`config.mk`:
```
export PLATFORM = sky130hd
export DESIGN_NAME = frv_wide_writeback
export DESIGN_NICKNAME = d
export VERILOG_FILES = /design/src/rtl/mypackage.sv /design/src/rtl/frv_wb_slot.sv /design/src/rtl/frv_wide_writeback.sv
export SDC_FILE = /design/constraint.sdc
export NUM_CORES = 1
export LEC_CHECK = 0
export ABC_AREA = 1
export CORE_ASPECT_RATIO = 1.25
export CORE_MARGIN = 4
export CORE_UTILIZATION = 45
export DETAILED_ROUTE_END_ITERATION = 16
export PLACE_DENSITY = 0.91
export RECOVER_POWER = 100
export SYNTH_ARGS = -nofsm -noshare
export SYNTH_HDL_FRONTEND = slang
export SYNTH_SLANG_ARGS = --single-unit
```
`constraint.sdc`:
```
create_clock -name g_clk -period 4.5 [get_ports g_clk]
set_input_delay 0.9 -clock g_clk [delete_from_list [all_inputs] [get_ports g_clk]]
set_output_delay 0.9 -clock g_clk [all_outputs]
set_load 0.02 [all_outputs]
```
`src/rtl/mypackage.sv`:
```
// rtl/mypackage.sv - shared writeback FSM state type and result width
package mypackage;

  typedef enum logic [1:0] {WB_IDLE, WB_LO, WB_HI} wb_state_t;

  localparam int WB_RESULT_W = 64;

endpackage

```
`src/rtl/frv_wb_slot.sv`:
```
// rtl/frv_wb_slot.sv - holding register for the pending writeback (rd, wide flag, 64-bit result)
// Wide destinations are stored already aligned to the even pair base.
module frv_wb_slot
  import mypackage::*;
#(
  parameter int ADDR_W = 5
) (
  input  logic                   clk,
  input  logic                   clear,
  input  logic                   load,
  input  logic [ADDR_W-1:0]      rd,
  input  logic                   wide,
  input  logic [WB_RESULT_W-1:0] result,
  output logic [ADDR_W-1:0]      rd_q,
  output logic                   wide_q,
  output logic [WB_RESULT_W-1:0] res_q
);

  always_ff @(posedge clk) begin
    if (clear) begin
      rd_q   <= '0;
      wide_q <= 1'b0;
      res_q  <= '0;
    end else if (load) begin
      rd_q   <= wide ? {rd[ADDR_W-1:1], 1'b0} : rd;
      wide_q <= wide;
      res_q  <= result;
    end
  end

endmodule

```
`src/rtl/frv_wide_writeback.sv`:
```
// rtl/frv_wide_writeback.sv - serialises 64-bit execute results onto the 32-bit GPR write port
// Optional high-word forwarding is enabled by defining FRV_WB_FWD_EN.
module frv_wide_writeback
  import mypackage::*;
#(
  parameter int ADDR_W     = 5,
  parameter int ZERO_GUARD = 1
) (
  input  logic                   g_clk,
  input  logic                   g_reset,
  input  logic                   flush,
  input  logic                   s_valid,
  output logic                   s_ready,
  input  logic                   s_wide,
  input  logic [ADDR_W-1:0]      s_rd,
  input  logic [WB_RESULT_W-1:0] s_result,
  output logic                   rf_wen,
  output logic [ADDR_W-1:0]      rf_waddr,
  output logic [31:0]            rf_wdata,
  output logic                   busy,
  output logic [ADDR_W-1:0]      busy_rd,
  output logic                   fwd_valid,
  output logic [ADDR_W-1:0]      fwd_addr,
  output logic [31:0]            fwd_data
);

  wb_state_t                state, state_next;
  logic [ADDR_W-1:0]        rd_q;
  logic                     wide_q;
  logic [WB_RESULT_W-1:0]   res_q;
  logic                     stop;
  logic                     accept;

  assign stop   = g_reset | flush;
  assign accept = s_valid & s_ready;

  frv_wb_slot #(.ADDR_W(ADDR_W)) u_slot (
    .clk    (g_clk),
    .clear  (stop),
    .load   (accept),
    .rd     (s_rd),
    .wide   (s_wide),
    .result (s_result),
    .rd_q   (rd_q),
    .wide_q (wide_q),
    .res_q  (res_q)
  );

  always_ff @(posedge g_clk) begin
    if (g_reset) state <= WB_IDLE;
    else         state <= state_next;
  end

  always_comb begin
    state_next = state;
    if (flush) begin
      state_next = WB_IDLE;
    end else begin
      case (state)
        WB_IDLE: state_next = accept ? WB_LO : WB_IDLE;
        WB_LO:   state_next = wide_q ? WB_HI : (accept ? WB_LO : WB_IDLE);
        WB_HI:   state_next = accept ? WB_LO : WB_IDLE;
        default: state_next = WB_IDLE;
      endcase
    end
  end

  always_comb begin
    s_ready  = 1'b0;
    rf_wen   = 1'b0;
    rf_waddr = '0;
    rf_wdata = '0;
    case (state)
      WB_IDLE: s_ready = !stop;
      WB_LO: begin
        s_ready  = !stop && !wide_q;
        rf_wen   = !stop;
        rf_waddr = rd_q;
        rf_wdata = res_q[31:0];
      end
      WB_HI: begin
        s_ready  = !stop;
        rf_wen   = !stop;
        rf_waddr = {rd_q[ADDR_W-1:1], 1'b1};
        rf_wdata = res_q[63:32];
      end
      default: s_ready = 1'b0;
    endcase
    // x0 is hardwired; the slot still takes its cycle so pair timing is unchanged
    if (ZERO_GUARD != 0 && rf_waddr == '0) rf_wen = 1'b0;
    if (!rf_wen) begin
      rf_waddr = '0;
      rf_wdata = '0;
    end
  end

  assign busy    = !g_reset && (state != WB_IDLE);
  assign busy_rd = busy ? rd_q : '0;

`ifdef FRV_WB_FWD_EN
  always_comb begin
    fwd_valid = 1'b0;
    fwd_addr  = '0;
    fwd_data  = '0;
    if (state == WB_LO && wide_q && !stop) begin
      fwd_valid = 1'b1;
      fwd_addr  = {rd_q[ADDR_W-1:1], 1'b1};
      fwd_data  = res_q[63:32];
    end
  end
`else
  assign fwd_valid = 1'b0;
  assign fwd_addr  = '0;
  assign fwd_data  = '0;
`endif

endmodule

```
==> flow_summary_export.csv, run 1 <==
group,metric,value,unit
clock_network,cts_hold_buf,0,
global_route,overflow,0,
setup_path,cpMaxStageDelayCell,"dlygate4sd3_1",
drt,wl_per_cell,10.6,microns
clock_network,cts_tree,"done",
synth,synth_area,3940,sq um
synth,synth_area_per_cell,6.06,sq um
sta,finClkSkew,0.0104,ns
setup_path,crit_path_max_fanout,35,
sta,rsz0062_at_grt,"no",
sta,period_share,0.906,
global_route,use_met1,0.195,
setup_path,worstSetupPathType,"primary input to primary output",
placement,numPortBuffers,118,
final_layout,mostFrequentLayoutCells,"184 x nor2_1, 154 x nand2_1, 121 x inv_1, 73 x clkdlybuf4s50_1, 72 x dfxtp_1",
global_route,grt_use_total,0.176,
floorplanning,die_w,91.6,microns
floorplanning,rows,37,
sta,worstMarginPinSlew,1.56,ns
drt,drt_iter0_markers,142,
clock_network,postCtsSetupBuffers,0,
drt,viasPerCell,4.26,
synth,synth-seq-area-share,0.366,
floorplanning,pin_count,157,
sta,max_slew_margin,-0.0430,
pwr,leakagePower,2.62,nW
global_route,grt_pass1_vias,3334,
setup_path,slowest_delay,0.72,ns
sta,hold_viol,0,
clock_network,clkTransAtPathRegs,0.07,ns
placement,dpl.hpwl,6400,microns
global_route,grt_use_met3,0.0610,
floorplanning,core,8380,sq um
floorplanning,initial_core_util,0.470,
clock_network,ctsResizeCount,0,
clock_network,cts-buffers-inserted,9,
sta,hold_slack,0.465,ns
setup_path,arrival,3.18,ns
global_route,antenna_found_initial,0,
setup_path,start_kind,"primary input",
setup_path,end_kind,"primary output",
floorplanning,dieArea,10300,sq um
job,max-cap-violations,1,
synth,yosys_warnings,0,
pwr,cellPowerDensity,268,nW/um^2
clock_network,insertion_delay,0.34,ns
global_route,globalRouteMet2Util,0.310,
clock_network,cts_sinks,72,
final_layout,num_antenna_cells,0,
final_layout,syn_to_final_growth,32.2,%
final_layout,post-route-util,0.621,
setup_path,worstPathRequired,3.60,ns
drt,wl,9260,microns
sta,final_max_slew_viol_count,45,
sta,clock.fmax,245,MHz
placement,gp_congestion,0.779,
global_route,grt_pass1_wl,14800,microns
sta,fin_crit,4.08,ns
drt,drt_pre_antenna_iters,4,
final_layout,layout_commonest_cell,"nor2_1",
final_layout,drive_gt1_frac,0.0305,
final_layout,final_nets,828,
drt,vias,3718,
setup_path,crit_chain,"clkdlybuf4s50_1 -> inv_1 -> nand2_1 -> inv_2 -> nand2_1 -> inv_1 -> nand2_2 -> nor2_1 -> dlygate4sd3_1",
drt,ant_nets,0,
global_route,grt_max_degree,67,
synth,ys_seq_elements,72,
synth,synth_cell_types,22,
synth,syn_inst,649,
pwr,vdd_drop_max,0.205,mV
drt,drc,0,
clock_network,clk_path_buf_depth,2,
clock_network,cts-htree-levels,3,
sta,setup_violations,0,
status,status,"complete, but fails checks",
hold_path,hold_path_class,"flip-flop to flip-flop",
sta,setup_tns,0,ns
status,violations,"max-capacitance violations, max-slew violations",
global_route,busiest_layer,"met2",
floorplanning,die_h,113,microns
clock_network,root_buffer,"clkbuf_8",
==> kinds of logic (layout without fill, tap and decap cells) <==
logic type / after synthesis / in the layout / share of synthesized area
buffers and inverters: 192 / 261 / 0.230
other: 1 / 38 / 0.000953
DFF: 72 / 72 / 0.366
AOI/OAI and AO/OA: 34 / 34 / 0.0544
adders and majority gates: 4 / 4 / 0.0127
and+or+nand+nor: 346 / 346 / 0.336
==> per-stage QoR <==
stage / total power [mW] / std cells / setup WS (ns) / instance area [sq um]
3_3_place_gp: 0.844 / 856 / 0.523 / 5000
3_5_place_dp: 0.846 / 856 / 0.480 / 5000
4_1_cts: 1.41 / 872 / 0.478 / 5220
6_report: 1.39 / 872 / 0.421 / 5200
5_1_grt: 1.45 / 872 / 0.187 / 5200
2_1_floorplan: 0.795 / 686 / 1.78 / 4070
==> worst max-delay path, delay by kind of cell <==
family        cells  cell delay, ns
buf+inv           5            1.39
simple gates      4            0.87
==> final cells by class <==
cell class | count | area [sq um]
multi-input combinational | 422 | 1720
clock inverter | 6 | 90.1
timing repair buffer | 123 | 1220
fill | 788 | 3180
clock buffer | 10 | 128
tap | 117 | 146
inverter | 122 | 458
sequential | 72 | 1440
==> cell usage after synthesis (all sizes together) <==
cell,number,area share
a21oi,1,0.0013
buf,56,0.10
clkbuf,14,0.013
conb,1,0.00095
dfxtp,72,0.37
ha,4,0.013
inv,122,0.12
nand2,155,0.15
nand3,2,0.0038
nand3b,1,0.0019
nand4,2,0.0032
nor2,185,0.18
nor4,1,0.0016
o21ai,1,0.0022
o22ai,32,0.051
==> per-layer routing <==
metal | routed length, microns | vias up
li1 | - | 2006
met1 | 3830 | 1558
met2 | 4430 | 138
met3 | 823 | 16
met4 | 178 | 0
met5 | 0 | -
==> sequential cells by signal (all words and copies together) (netlist names) <==
name	cells
state	2
u_slot.wide_q	1
u_slot.res_q	64
u_slot.rd_q	5
==> path summary, 6_finish.rpt <==
check | from | end | slack, ns | cells past startpoint
setup / recovery | g_reset | rf_waddr[3] | 0.42 | 9
setup reg to reg | state[1] | u_slot.res_q[41] | 0.69 | 9
hold / removal | u_slot.wide_q | state[1] | 0.47 | 2
hold reg to reg | u_slot.wide_q | state[1] | 0.47 | 2
==> power by group <==
group,switching (mW),leakage (nW),internal (mW)
clock,0.246,0.107,0.315
combinational,0.0973,1.93,0.0799
sequential,0.00400,0.583,0.651
total,0.347,2.62,1.05
No activity file was read; power rests on OpenSTA's default activity.
==> run 2: changes to the inputs <==
Settings changed: CORE_UTILIZATION 45 to 43, CTS_BUF_LIST set to sky130_fd_sc_hd__clkbuf_16, PLACE_DENSITY 0.91 to 0.88, SYNTH_HIERARCHICAL set to 1.
Clock period 4.5 ns to 4.1 ns, I/O delays scaled along.
==> run 2 against run 1 <==
Compared with the run above:
- synthesized cell count shrank 21%
- total power increased by 22%
- critical path type unchanged
- the flow now finishes without violations
- routed wire length fell by 4.4%
- global-route usage decreased by 0.49 points
- critical path depth fell by 2
- clock power increased by 42%
- first-iteration DRC count is 0.70% lower
- hold slack improved by 0.031 ns
- combinational power barely moved
- final cell count down 15%
==> flow_summary_export.csv, run 2 <==
group,metric,value,unit
final_layout,post-route-util,0.580,
synth,yosysTopAreaCell,"dfxtp_1",
synth,synth_top_area_frac,0.381,
sta,setup_tns,0,ns
clock_network,cts_tree,"done",
final_layout,final_nets,690,
clock_network,postCtsSetupBuffers,0,
drt,viasPerCell,4.60,
synth,syn_inst,513,
final_layout,top_regs,"u_slot/res_q x64, u_slot/rd_q x5, state x2",
global_route,antenna_found_initial,0,
drt,drt_pre_antenna_iters,4,
setup_path,worstPathRequired,3.28,ns
placement,numPortBuffers,118,
synth,synth_area_leaders,"dfxtp_1 38%, nor2_1 17%, buf_4 7.9%",
global_route,grt_max_degree,71,
synth,synth-edff-count,0,
placement,dpl.hpwl,6210,microns
final_layout,syn_to_final_growth,32.1,%
clock_network,insertion_delay,0.32,ns
drt,ant_nets,0,
floorplanning,core,8610,sq um
final_layout,postLayoutCellArea,4990,sq um
sta,max_slew_margin,0.238,
synth,synth_flop_cell,"dfxtp_1",
setup_path,arrival,3.00,ns
sta,hold_viol,0,
pwr,p_sw_frac,0.221,
drt,vias,3393,
synth,synth_area,3780,sq um
drt,drt_iter0_markers,141,
clock_network,cts_hold_buf,0,
setup_path,start_kind,"primary input",
floorplanning,initial_core_util,0.439,
pwr,leakagePower,2.17,nW
floorplanning,pin_count,157,
sta,rsz0062_at_grt,"no",
final_layout,drive_gt1_frac,0.0600,
pwr,p_int,1.33,mW
placement,place_area,4690,sq um
pwr,vdd_drop_max,0.259,mV
drt,drc,0,
clock_network,ctsResizeCount,0,
drt,wl,8860,microns
floorplanning,rows,38,
sta,worstMarginPinSlew,1.14,ns
synth,synth_area_per_cell,7.37,sq um
global_route,grt_pass1_wl,14400,microns
final_layout,regMostFlops,"u_slot/res_q",
sta,setup_violations,0,
floorplanning,die_h,113,microns
synth,synthTopCellsByCount,"173 x nor2_1, 72 x dfxtp_1, 57 x o21ai_0",
job,max-cap-violations,0,
clock_network,root_buffer,"clkbuf_16",
clock_network,clkTransAtPathRegs,0.05,ns
pwr,p_sw,0.376,mW
synth,synth-seq-area-share,0.381,
drt,wl_per_cell,12.0,microns
clock_network,cts-buffers-inserted,9,
setup_path,crit_chain,"dlygate4sd3_1 -> nor2_1 -> nand2_1 -> inv_1 -> nand2_4 -> nor2_1 -> dlygate4sd3_1",
sta,clock.fmax,262,MHz
clock_network,cts_sinks,72,
setup_path,end_kind,"primary output",
synth,synth.most_common_cell,"nor2_1",
synth,ys_seq_elements,72,
hold_path,hold_path_class,"flip-flop to flip-flop",
sta,period_share,0.932,
placement,dp.cells,721,
final_layout,mostFrequentLayoutCells,"173 x nor2_1, 87 x clkdlybuf4s50_1, 72 x dfxtp_1, 57 x o21ai_0, 51 x inv_1",
pwr,power.share.clock,0.469,
sta,hold_slack,0.496,ns
pwr,p_comb_frac,0.104,
global_route,grt_use_total,0.171,
final_layout,instances_no_fill,737,
setup_path,slowest_delay,0.69,ns
sta,finClkSkew,0.00444,ns
pwr,cellPowerDensity,341,nW/um^2
synth,async_reset_ff_frac,0,
final_layout,largest_reg_flops,64,
status,status,"completed",
sta,fin_crit,3.82,ns
global_route,overflow,0,
final_layout,num_antenna_cells,0,
setup_path,cpMaxStageDelayCell,"dlygate4sd3_1",
setup_path,crit_path_max_fanout,35,
final_layout,layout_commonest_cell,"nor2_1",
clock_network,cts-htree-levels,3,
setup_path,worstSetupPathType,"primary input to primary output",
sta,final_max_slew_viol_count,0,
global_route,grt_pass1_vias,3246,
floorplanning,dieArea,10400,sq um
synth,yosys_warnings,6,
floorplanning,die_w,91.8,microns
synth,synth_cell_types,27,
clock_network,clk_path_buf_depth,2,
pwr,sequentialPowerShare,0.428,
placement,gp_congestion,0.834,
run 2: final timing paths:
| kind | from | end | slack (ns) | cells past startpoint |
|---|---|---|---|---|
| max reg2reg | state[0] | u_slot/rd_q[0] | 1.22 | 9 |
| min | u_slot/res_q[62] | u_slot/res_q[62] | 0.50 | 2 |
| max | g_reset | rf_wdata[23] | 0.28 | 7 |
| min reg2reg | u_slot/res_q[62] | u_slot/res_q[62] | 0.50 | 2 |
run 2: final cells by class:
cell class,instances,area (sq um)
fillers,770,3610
inverters,54,203
multi-input cells,352,1670
flip-flops and latches,72,1440
clock inverters,7,86.3
well taps,120,150
repair buffers,123,1220
clock buffers,9,225
run 2: power by group through the flow:
| stage | Sequential, mW | Combinational [mW] | Clock (mW) |
|---|---|---|---|
| after floorplan | 0.739 | 0.133 | 0 |
| after global placement | 0.741 | 0.174 | 0 |
| after global routing | 0.729 | 0.193 | 0.843 |
| after detailed placement | 0.742 | 0.176 | 0 |
| final | 0.727 | 0.176 | 0.797 |
| after CTS | 0.727 | 0.177 | 0.818 |
run 2: per-stage QoR:
| stage | setup WS, ns | total power [mW] |
|---|---|---|
| after floorplan | 1.52 | 0.872 |
| after global placement | 0.492 | 0.915 |
| after detailed placement | 0.434 | 0.918 |
| after CTS | 0.427 | 1.72 |
| after global routing | 0.146 | 1.76 |
| final | 0.280 | 1.70 |
run 2: worst max-delay path, delay by kind of cell:
kind                   cells  cell delay, ns
buffers and inverters      3            1.35
AND/OR/NAND/NOR            4            0.83
run 2: cells by family (layout without fill, tap and decap cells):
group,count (synthesis),in the layout,synth area share
adders and majority gates,4,4,0.0132
DFF,72,72,0.381
other,1,38,0.000992
buffers and inverters,126,193,0.213
AOI/OAI and AO/OA,106,106,0.173
and+or+nand+nor,204,204,0.218
run 2: per-layer routing:
layer | wire (microns) | up-vias | global-route usage
li1 | - | 1730 | -
met5 | 0 | - | 0
met4 | 219 | 0 | 0.0872
met1 | 3550 | 1509 | 0.188
met3 | 675 | 18 | 0.0426
met2 | 4420 | 136 | 0.302
